$ cat config.mk
export PLATFORM = sky130hd
export DESIGN_NAME = pc_branch_unit
export DESIGN_NICKNAME = d
export VERILOG_FILES = /design/src/rtl/pc_branch_unit.sv
export SDC_FILE = /design/constraint.sdc
export NUM_CORES = 1
export LEC_CHECK = 0
export CAP_MARGIN = 10
export CORE_ASPECT_RATIO = 0.5
export CORE_MARGIN = 3
export CORE_UTILIZATION = 52
export DETAILED_ROUTE_END_ITERATION = 10
export GPL_TIMING_DRIVEN = 1
export PLACE_DENSITY_LB_ADDON = 0.15
export SYNTH_ARGS = -nofsm -noshare
export SYNTH_HDL_FRONTEND = slang
export SYNTH_SLANG_ARGS = --single-unit
$ cat constraint.sdc
create_clock -name clk -period 6.1 [get_ports clk]
set_input_delay 1.22 -clock clk [delete_from_list [all_inputs] [get_ports clk]]
set_output_delay 1.22 -clock clk [all_outputs]
set_load 0.02 [all_outputs]
$ cat src/rtl/pc_branch_unit.sv
// Purpose: program counter plus next-PC selection (sequential, jump, beq/bne, halt) with a saturating redirect counter.
// Latency: pcOut, taken, halted, ctrlErr and takenCount update one clk edge after the inputs are sampled; pcPlus4 is combinational.
// Backpressure: en=0 stalls every register; once halted, all inputs are ignored until reset.
module pc_branch_unit #(
    parameter logic [31:0] RESET_PC = 32'h0000_0000,
    parameter int          CNT_W    = 16
) (
    input  logic             clk,
    input  logic             reset,
    input  logic             en,
    input  logic             isBeq,
    input  logic             isBne,
    input  logic             isJump,
    input  logic             isHalt,
    input  logic             eqIn,
    input  logic [31:0]      brOffset,
    input  logic [25:0]      jumpTarget,
    output logic [31:0]      pcOut,
    output logic [31:0]      pcPlus4,
    output logic             taken,
    output logic             halted,
    output logic             ctrlErr,
    output logic [CNT_W-1:0] takenCount
);

    localparam logic [0:0] ST_RUN  = 1'b0;
    localparam logic [0:0] ST_HALT = 1'b1;

    logic [0:0]  state;
    logic [31:0] pc_nxt;
    logic [31:0] br_target;
    logic [31:0] jmp_target;
    logic        taken_nxt;
    logic        err_nxt;
    logic        halt_nxt;
    logic        br_conflict;
    logic        br_cond;
    logic        cnt_sat;

    assign pcPlus4     = pcOut + 32'd4;
    // The word offset is scaled to bytes; its top two bits fall off.
    assign br_target   = pcPlus4 + {brOffset[29:0], 2'b00};
    // Jumps stay inside the current 256 MB region of the sequential PC.
    assign jmp_target  = {pcPlus4[31:28], jumpTarget, 2'b00};
    assign br_conflict = isBeq & isBne;
    // eqIn only matters when exactly one branch kind is decoded.
    assign br_cond     = (isBeq & ~isBne & eqIn) | (isBne & ~isBeq & ~eqIn);
    assign cnt_sat     = &takenCount;
    assign halted      = (state == ST_HALT);

    // Next-PC priority: halt, then jump, then illegal beq+bne, then resolved branch, then fall-through.
    always_comb begin
        pc_nxt    = pcPlus4;
        taken_nxt = 1'b0;
        err_nxt   = 1'b0;
        halt_nxt  = 1'b0;
        if (isHalt) begin
            pc_nxt   = pcOut;
            halt_nxt = 1'b1;
        end else if (isJump) begin
            pc_nxt    = jmp_target;
            taken_nxt = 1'b1;
        end else if (br_conflict) begin
            err_nxt = 1'b1;
        end else if (br_cond) begin
            pc_nxt    = br_target;
            taken_nxt = 1'b1;
        end
    end

    // Commit one update per enabled edge while running; HALT freezes everything except taken, which reads 0.
    always_ff @(posedge clk or posedge reset) begin
        if (reset) begin
            state      <= ST_RUN;
            pcOut      <= RESET_PC;
            taken      <= 1'b0;
            ctrlErr    <= 1'b0;
            takenCount <= '0;
        end else if (state == ST_HALT) begin
            taken <= 1'b0;
        end else if (en) begin
            pcOut   <= pc_nxt;
            taken   <= taken_nxt;
            ctrlErr <= err_nxt;
            state   <= halt_nxt ? ST_HALT : ST_RUN;
            if (taken_nxt && !cnt_sat) begin
                takenCount <= takenCount + 1'b1;
            end
        end
    end

endmodule

==> run_results.csv, run 1 <==
group,metric,value,unit
status,status,"finished clean",
synthesis,synth-edff-count,0,
timing,setup_viol,0,
worst_setup_path,cp_top_family,"compound AO/OA/AOI/OAI gates",
synthesis,synth_area_per_cell,8.11,µm²
global_route,grt_pass1_vias,5102,
clocking,cts.htree.levels,2,
worst_setup_path,reg2reg_slack,1570,ps
clocking,cts_tree,"built",
synthesis,synth_flop_cell,"dfrtp_1",
die,die-width,143,µm
synthesis,async_reset_ff_share,100,%
timing,fin_skew,6.28,ps
global_route,grt_pass1_wl,25000,µm
timing,period_share,74.2,%
clocking,cts_buffers,5,
clocking,cts_root_buf,"clkbuf_16",
timing,timing_hold_violations_final,0,
die,start_util,54.9,%
worst_setup_path,critical_path.max_fanout,7,
worst_setup_path,worst_path_largest_cell_delay,600,ps
timing,final_max_slew_viol_count,0,
placed_design,dp_hpwl,11900,µm
synthesis,ys_types,79,
power,leakagePower,2.74,nW
worst_setup_path,regToRegStartpoint,"pcOut[5]",
worst_setup_path,crit_path_top_delay_cell,"o21ai_0",
worst_setup_path,critical_path_class,"register to register",
route,viasPerCell,6.26,
worst_setup_path,worst_setup_path_start_kind,"register",
power,power_density,266,mW/mm²
global_route,antenna_found_initial,0,
worst_setup_path,cp-end-kind,"register",
global_route,grt_usage,29.3,%
synthesis,synth_area,0.00490,mm²
clocking,clockBufferDepth,2,
route,first_pass_iters,5,
placed_design,portBuffers,142,
power,ir_drop,0.209,mV
finish,nets,838,
worst_setup_path,cp.buffers_inverters,0,
synthesis,ys_seq_area_share,25.0,%
worst_setup_path,worstPathCellList,"and4_1 -> and3_4 -> and4_1 -> and3_1 -> xor2_1 -> ha_1 -> a21o_1 -> a21o_1 -> a2111oi_0 -> o21ai_1 -> o21ai_0 -> nand2_2 -> xnor2_1 -> o311ai_1",
hold_path,holdCritPathClass,"register to register",
clocking,cts_setup_buffers,0,
clocking,postCtsResizedCells,0,
global_route,grt_start_max_net_pins,50,
timing,rsz0062_at_grt,"false",
die,die_area,0.0107,mm²
hold_path,worstHoldStart,"halted",
placed_design,place_ws,1490,ps
route,wl_per_cell,18.5,µm
finish,syn_to_final_growth,32.9,%
flow_run,cap_violations,0,
placed_design,gp_congestion,0.915,
worst_setup_path,cp_data_arrival_time,4730,ps
clocking,clkTransAtPathRegs,80,ps
timing,finalWorstSetupSlack,1570,ps
route,antenna_left,0,
synthesis,syn_inst,604,
clocking,clk_latency,300,ps
worst_setup_path,ff2ff_path_depth,14,
route,drt-initial-drc-count,446,
power,power,1.73,mW
timing,period_minus_slack,4530,ps
worst_setup_path,rr_endpoint,"pcOut[31]",
timing,max_clock_freq,221,MHz
die,core,0.00892,mm²
synthesis,yosys_warnings,0,
hold_path,hold_path_depth,1,
worst_setup_path,crit_required,6310,ps
finish,antennaDiodeCount,0,
hold_path,min_to,"taken",
clocking,cts_hold_buf,0,
die,fp.dieH,74.6,µm
route,vias,5328,
die,io_pins,149,
global_route,grt_overflow_total,0,
synthesis,ys_ff_latch,49,
finish,drive_above_1_share,4.77,%
route,drcViolationCount,0,
route,wirelength,15700,µm
clocking,clock_sinks,49,
timing,tns,0,ps
die,std_cell_rows,24,
timing,tightest_slew,1060,ps
timing,slew_headroom,29.1,%
where the power goes:
part           total [mW]  internal [mW]  switching, mW
sequential          0.449          0.369         0.0805
combinational       0.990          0.442          0.548
clock               0.294          0.153          0.141
cell usage in the layout (no fill, tap or decap), types with 10 or more instances in the layout:
cell type / count
a211oi_1: 11
a21o_1: 19
a21oi_1: 38
and3_1: 19
clkdlybuf4s50_1: 142
dfrtp_1: 49
ha_1: 38
inv_1: 10
nand2_1: 63
nand3_1: 28
nand4_1: 17
nor2_1: 47
nor3_1: 16
o21a_1: 11
o21ai_0: 24
o21ai_1: 11
o31ai_1: 10
xnor2_1: 35
xor2_1: 19
synthesized netlist by cell type, types with 3 or more instances:
library cell / n / area share, %
a211oi_1: 11 / 1.7
a21o_1: 19 / 2.9
a21oi_1: 38 / 3.9
a31oi_1: 5 / 0.64
and3_1: 19 / 2.4
and4_1: 5 / 0.89
buf_4: 4 / 0.61
clkbuf_1: 17 / 1.3
dfrtp_1: 49 / 25
ha_1: 38 / 9.7
inv_1: 11 / 0.84
mux2i_1: 6 / 1.2
nand2_1: 63 / 4.8
nand2b_1: 3 / 0.38
nand3_1: 28 / 2.9
nand4_1: 17 / 2.2
nor2_1: 48 / 3.7
nor3_1: 16 / 1.6
o211ai_1: 8 / 1.2
o21a_1: 11 / 1.7
o21ai_0: 24 / 2.5
o21ai_1: 11 / 1.1
o21bai_1: 4 / 0.61
o221ai_1: 3 / 0.54
o22ai_1: 7 / 0.89
o31a_1: 3 / 0.54
o31ai_1: 10 / 1.5
or2_2: 5 / 0.64
or3_1: 7 / 0.89
xnor2_1: 35 / 6.3
xor2_1: 19 / 3.4
worst register-to-register path, cell delays in order (launching register included):
cell and delay (ps):
dfrtp_1 470, and4_1 280, and3_4 230, and4_1 330
and3_1 200, xor2_1 300, ha_1 390, a21o_1 250
a21o_1 220, a2111oi_0 410, o21ai_1 190, o21ai_0 600
nand2_2 140, xnor2_1 170, o311ai_1 250
logic make-up after synthesis:
kind of cell,after synthesis,share of synthesized area (%)
buffers and inverters,39,4.11
other,1,0.0766
multiplexers,8,1.69
AO/OA/AOI/OAI,180,24.6
adder cells (fa/ha/maj),39,10.1
flip-flops,49,25.0
XOR/XNOR,54,9.66
AND/OR/NAND/NOR,234,24.7
routing by layer:
metal	share of wire, %	up-vias	wire length, µm	track usage, %
li1	-	2506	-	-
met1	43	2540	6710	38.0
met2	47	253	7410	51.3
met3	8.8	29	1380	5.46
met4	1.3	0	212	8.25
met5	0	-	0	0
metrics by stage:
step	std cells	hold WS (ps)	utilization (%)	area [µm²]
floorplan	607	569	-	4910
global placement	843	474	71.3	6360
detailed placement	843	479	71.3	6360
CTS	851	496	73.0	6510
global route	851	528	73.0	6510
finish	851	497	73.0	6510
layout make-up:
| cell class | instances | area, µm² |
|---|---|---|
| multi-input cells | 519 | 3480 |
| well taps | 117 | 146 |
| clock inverters | 3 | 21.3 |
| clock buffers | 5 | 125 |
| flip-flops and latches | 49 | 1230 |
| fillers | 733 | 2410 |
| repair buffers | 145 | 1440 |
| inverters | 13 | 61.3 |
how the worst max path moves through the flow:
stage                           start        end  slack (ps)  cells after the start
after CTS                    pcOut[5]  pcOut[31]        1690                     14
after global placement    brOffset[0]  pcOut[20]        1530                     11
after floorplan              pcOut[5]  pcOut[31]        1970                     14
after detailed placement  brOffset[0]  pcOut[20]        1490                     11
final                        pcOut[5]  pcOut[31]        1570                     14
after global routing         pcOut[5]  pcOut[31]        1230                     14
flip-flops by register name, summed over array words and instances (netlist names):
register and count:
ctrlErr 1, halted 1, pcOut 30, taken 1
takenCount 16
Note: power is estimated with default switching activity, not from simulation.
==> run 2: changes to the inputs <==
--- a/config.mk
+++ b/config.mk
@@ -8,7 +8,7 @@
 export CAP_MARGIN = 10
 export CORE_ASPECT_RATIO = 0.5
 export CORE_MARGIN = 3
-export CORE_UTILIZATION = 52
+export CORE_UTILIZATION = 44
 export DETAILED_ROUTE_END_ITERATION = 10
 export GPL_TIMING_DRIVEN = 1
 export PLACE_DENSITY_LB_ADDON = 0.15
==> constraint.sdc (replaced) <==
create_clock -name clk -period 3.8 [get_ports clk]
set_input_delay 0.76 -clock clk [delete_from_list [all_inputs] [get_ports clk]]
set_output_delay 0.76 -clock clk [all_outputs]
set_load 0.02 [all_outputs]
==> run 2 against run 1 <==
- power grew 74%
- count of clock-buffer cells in the layout increased by 1
- die area increased by 17%
- worst hold slack worse by 7.0 ps
- cell area grew 11%
- final cell count increased by 12%
- largest power group unchanged
- sequential share of layout area decreased by 1.8 points
==> run_results.csv, run 2 (synthesis results as in run 1) <==
group,metric,value,unit
die,die-width,155,µm
clocking,clock_sinks,49,
clocking,cts_buffers,5,
finish,regMostFlops,"pcOut",
finish,n_fill_cell,887,
route,wl_per_cell,17.7,µm
finish,antennaDiodeCount,0,
finish,syn_to_final_growth,46.9,%
placed_design,place_area,0.00697,mm²
timing,finalWorstSetupSlack,140,ps
finish,design_area,0.00719,mm²
power,ir_drop,0.309,mV
finish,stdcell_count,950,
global_route,grt_start_max_net_pins,50,
placed_design,numPlacedInstances,939,
finish,reg.largest.list,"pcOut x30, takenCount x16",
timing,hold_ws,490,ps
die,std_cell_rows,26,
power,leakagePower,3.15,nW
worst_setup_path,worst_setup_path_start_kind,"register",
finish,mostFrequentLayoutCells,"clkdlybuf4s50_1 (141), buf_4 (78), nand2_1 (63)",
die,io_pins,149,
route,drt-initial-drc-count,306,
finish,final_common_cell,"clkdlybuf4s50_1",
route,drcViolationCount,0,
timing,max_clock_freq,273,MHz
worst_setup_path,reg2reg_slack,140,ps
route,viasPerCell,5.77,
global_route,grt_pass1_vias,5283,
finish,fin_util,68.5,%
clocking,clkTransAtPathRegs,70,ps
timing,final_max_slew_viol_count,0,
global_route,grt_overflow_total,0,
clocking,cts_tree,"built",
worst_setup_path,critical_path_class,"register to register",
placed_design,portBuffers,142,
flow_run,cap_violations,0,
clocking,clk_latency,300,ps
die,core,0.0105,mm²
timing,period_minus_slack,3660,ps
finish,largest_reg_flops,30,
worst_setup_path,crit_required,3960,ps
worst_setup_path,cp_data_arrival_time,3820,ps
timing,timing_hold_violations_final,0,
clocking,clockBufferDepth,2,
die,fp.dieH,80.6,µm
timing,slew_headroom,47.4,%
timing,setup_viol,0,
power,power_density,418,mW/mm²
finish,nets,914,
timing,period_share,96.3,%
status,status,"finished clean",
global_route,grt_pass1_wl,26300,µm
timing,fin_skew,8.90,ps
route,wirelength,16800,µm
timing,tightest_slew,786,ps
hold_path,holdCritPathClass,"register to register",
worst_setup_path,critical_path.max_fanout,6,
placed_design,gp_congestion,0.912,
worst_setup_path,cp-end-kind,"register",
clocking,cts_hold_buf,0,
placed_design,dp_hpwl,13200,µm
power,power,3.01,mW
clocking,cts.htree.levels,2,
global_route,antenna_found_initial,0,
finish,drive_above_1_share,15.3,%
die,die_area,0.0125,mm²
timing,tns,0,ps
global_route,grt_usage,26.3,%
placed_design,place_ws,5.97,ps
clocking,cts_root_buf,"clkbuf_16",
route,first_pass_iters,4,
route,vias,5484,
route,antenna_left,0,
die,start_util,46.6,%
run 2: critical path: stages, from the launching register on:
cell      delay, ps
dfrtp_2         360
and4_4          230
and3_4          220
nand3_1         130
nor2b_2         180
buf_4           140
buf_4           110
nand3_1          90
xnor2_1         270
ha_1            310
a21o_1          210
a21o_1          190
a21o_1          220
a211oi_1        250
o21ai_0         150
a41oi_1         210
xor2_1          180
a21oi_1          80
run 2: where the power goes:
| part | internal, mW | switching, mW | total, mW |
|---|---|---|---|
| clock network | 0.246 | 0.213 | 0.459 |
| logic | 0.889 | 0.969 | 1.86 |
| registers | 0.593 | 0.0976 | 0.691 |
| total | 1.73 | 1.28 | 3.01 |
run 2: area by class of cell:
type	count	area [µm²]	area share, %
clock buffers	6	129	1.79
clock inverters	2	13.8	0.191
inverters	13	61.3	0.852
multi-input cells	519	3560	49.4
flip-flops and latches	49	1230	17.1
well taps	140	175	2.43
repair buffers	221	2030	28.2
run 2: repair_timing:
action,4_1_cts,5_1_grt
resized for setup,1,11
pin swaps,0,4
hold endpoints to repair,0,0
setup buffers,0,2
endpoints found under the setup margin,1,10
run 2: routing by layer:
| layer | wire (µm) | up-vias | track usage [%] | part of all wire (%) |
|---|---|---|---|---|
| li1 | - | 2663 | - | - |
| met5 | 0 | - | 0 | 0 |
| met4 | 181 | 0 | 4.98 | 1.1 |
| met2 | 8060 | 191 | 46.0 | 48 |
| met3 | 1050 | 18 | 4.84 | 6.3 |
| met1 | 7500 | 2612 | 34.4 | 45 |
run 2: worst paths after layout:
path                                start              to  depth (start not counted)
max in group asynchronous           reset        pcOut[5]                          3
min reg2reg                takenCount[10]  takenCount[10]                          1
max reg2reg                      pcOut[7]       pcOut[30]                         17
min in group asynchronous           reset          halted                          2
max                              pcOut[7]       pcOut[30]                         17
min                        takenCount[10]  takenCount[10]                          1
==> run 3: changes to the inputs <==
--- a/config.mk
+++ b/config.mk
@@ -10,8 +10,10 @@
 export CORE_MARGIN = 3
 export CORE_UTILIZATION = 44
 export DETAILED_ROUTE_END_ITERATION = 10
+export GPL_ROUTABILITY_DRIVEN = 0
 export GPL_TIMING_DRIVEN = 1
 export PLACE_DENSITY_LB_ADDON = 0.15
+export REMOVE_ABC_BUFFERS = 1
 export SYNTH_ARGS = -nofsm -noshare
 export SYNTH_HDL_FRONTEND = slang
 export SYNTH_SLANG_ARGS = --single-unit
==> run 3 against run 2 <==
- cell area rose by 0.10%
- final cell count fell by 0.84%
- utilization up 0.071 points
- fmax grew 0.42%
- critical path depth unchanged
- critical path type unchanged
- largest cell class unchanged
==> run_results.csv, run 3 (synthesis results as in run 1) <==
group,metric,value,unit
finish,final_common_cell,"clkdlybuf4s50_1",
finish,mostFrequentLayoutCells,"clkdlybuf4s50_1 (142), buf_4 (70), nand2_1 (63)",
hold_path,holdCritPathClass,"register to register",
timing,setup_viol,0,
finish,regMostFlops,"pcOut",
timing,hold_ws,477,ps
timing,slew_headroom,29.2,%
global_route,grt_pass1_wl,26300,µm
worst_setup_path,startpoint,"pcOut[5]",
finish,fin_util,68.5,%
timing,max_clock_freq,274,MHz
placed_design,place_ws,-62.3,ps
route,first_pass_iters,5,
hold_path,worstHoldStart,"halted",
power,switching_share,41.8,%
clocking,cts_tree,"built",
route,drt-initial-drc-count,442,
clocking,cts_buffers,5,
power,ir_drop,0.268,mV
power,p_switching,1.28,mW
timing,tns,0,ps
power,leakagePower,3.12,nW
power,power_density,426,mW/mm²
clocking,clock_sinks,49,
worst_setup_path,ff2ff_path_depth,17,
finish,reg.largest.list,"pcOut x30, takenCount x16",
timing,fin_skew,5.98,ps
flow_run,cap_violations,0,
route,vias,5463,
global_route,grt_usage,26.2,%
worst_setup_path,crit_required,3960,ps
die,core,0.0105,mm²
clocking,clkTransAtPathRegs,70,ps
die,start_util,46.6,%
clocking,cts_root_buf,"clkbuf_16",
power,seqPwrFrac,22.7,%
finish,multi_input_area,0.00361,mm²
timing,finalWorstSetupSlack,156,ps
worst_setup_path,worst_setup_path_start_kind,"register",
finish,n_fill_cell,860,
route,antenna_left,0,
route,viasPerCell,5.80,
timing,final_max_slew_viol_count,0,
placed_design,numPlacedInstances,925,
finish,antennaDiodeCount,0,
clocking,clockBufferDepth,2,
global_route,antenna_found_initial,0,
worst_setup_path,endpoint,"pcOut[30]",
finish,stdcell_count,942,
placed_design,place_area,0.00683,mm²
finish,drive_above_1_share,15.3,%
worst_setup_path,reg2reg_slack,160,ps
die,io_pins,149,
worst_setup_path,cp-end-kind,"register",
global_route,grt_overflow_total,0,
timing,timing_hold_violations_final,0,
power,clockPowerShare,17.2,%
finish,design_area,0.00720,mm²
die,die_area,0.0125,mm²
die,std_cell_rows,26,
die,fp.dieH,80.6,µm
finish,nets,906,
route,wl_per_cell,17.6,µm
placed_design,dp_hpwl,12800,µm
power,power,3.06,mW
route,wirelength,16500,µm
worst_setup_path,critical_path_class,"register to register",
worst_setup_path,critical_path.max_fanout,5,
finish,largest_reg_flops,30,
worst_setup_path,regToRegStartpoint,"pcOut[5]",
power,p_int,1.78,mW
die,die-width,155,µm
worst_setup_path,rr_endpoint,"pcOut[30]",
finish,regArea,0.00123,mm²
power,power_frac_comb,60.1,%
route,drcViolationCount,0,
placed_design,portBuffers,142,
global_route,grt_pass1_vias,5174,
clocking,cts.htree.levels,2,
worst_setup_path,cp_data_arrival_time,3810,ps
status,status,"finished clean",
clocking,clk_latency,300,ps
global_route,grt_start_max_net_pins,50,
timing,period_share,95.9,%
timing,tightest_slew,1060,ps
timing,period_minus_slack,3640,ps
finish,syn_to_final_growth,47.1,%
## run 3: changes by cell type in the layout (fill, tap and decap cells not counted), sizes merged
cell / before / now
inv: 13 / 12
dlymetal6s2s: 1 / 0
buf: 79 / 71
clkdlybuf4s50: 141 / 142
clkbuf: 6 / 5
bufinv: 0 / 1
clkinvlp: 0 / 1
## run 3: critical path, stage by stage (launching register included)
cell and delay [ps]:
dfrtp_1 350, and4_4 240, and3_4 220, nand3_2 110
nor2b_4 170, buf_4 130, buf_4 100, nand3_1 80
xnor2_1 260, ha_1 310, a21o_1 220, a21o_1 180
a21o_1 210, a211oi_1 260, o21ai_0 170, a41oi_1 230
xor2_1 180, a21oi_1 80
## run 3: power groups by stage
| stage | clock, mW | sequential, mW | combinational (mW) |
|---|---|---|---|
| after floorplan | 0 | 0.788 | 0.901 |
| after global placement | 0 | 0.699 | 1.74 |
| after detailed placement | 0 | 0.698 | 1.75 |
| after CTS | 0.530 | 0.690 | 1.77 |
| after global routing | 0.556 | 0.708 | 1.99 |
| final | 0.526 | 0.697 | 1.84 |
## run 3: how the worst min path moves through the flow
stage	slack (ps)	cells past startpoint	endpoint
3_3_place_gp	460	1	taken
4_1_cts	470	1	taken
2_1_floorplan	570	1	taken
6_report	480	1	taken
3_5_place_dp	470	1	taken
5_1_grt	500	1	taken
## run 3: what timing repair did
item	in CTS	in global routing
pin swaps	0	14
hold buffers	0	0
resized for setup	1	27
setup buffers	0	10
setup endpoints to repair	1	12
gates cloned	0	0
## run 3: area by class of cell
type                    instances  area share, %
clock buffers                   5           1.74
clock inverters                 3          0.643
inverters                      13          0.851
multi-input cells             519           50.1
flip-flops and latches         49           17.0
well taps                     140           2.43
repair buffers                213           27.2
## run 3: per-layer routing
layer  vias to the layer above  global-route usage (%)  routed length [µm]
li1                       2640                       -                   -
met1                      2560                    36.1                7590
met2                       235                    43.3                7430
met3                        28                    4.41                1190
met4                         0                    6.03                 325
met5                         -                       0                   0
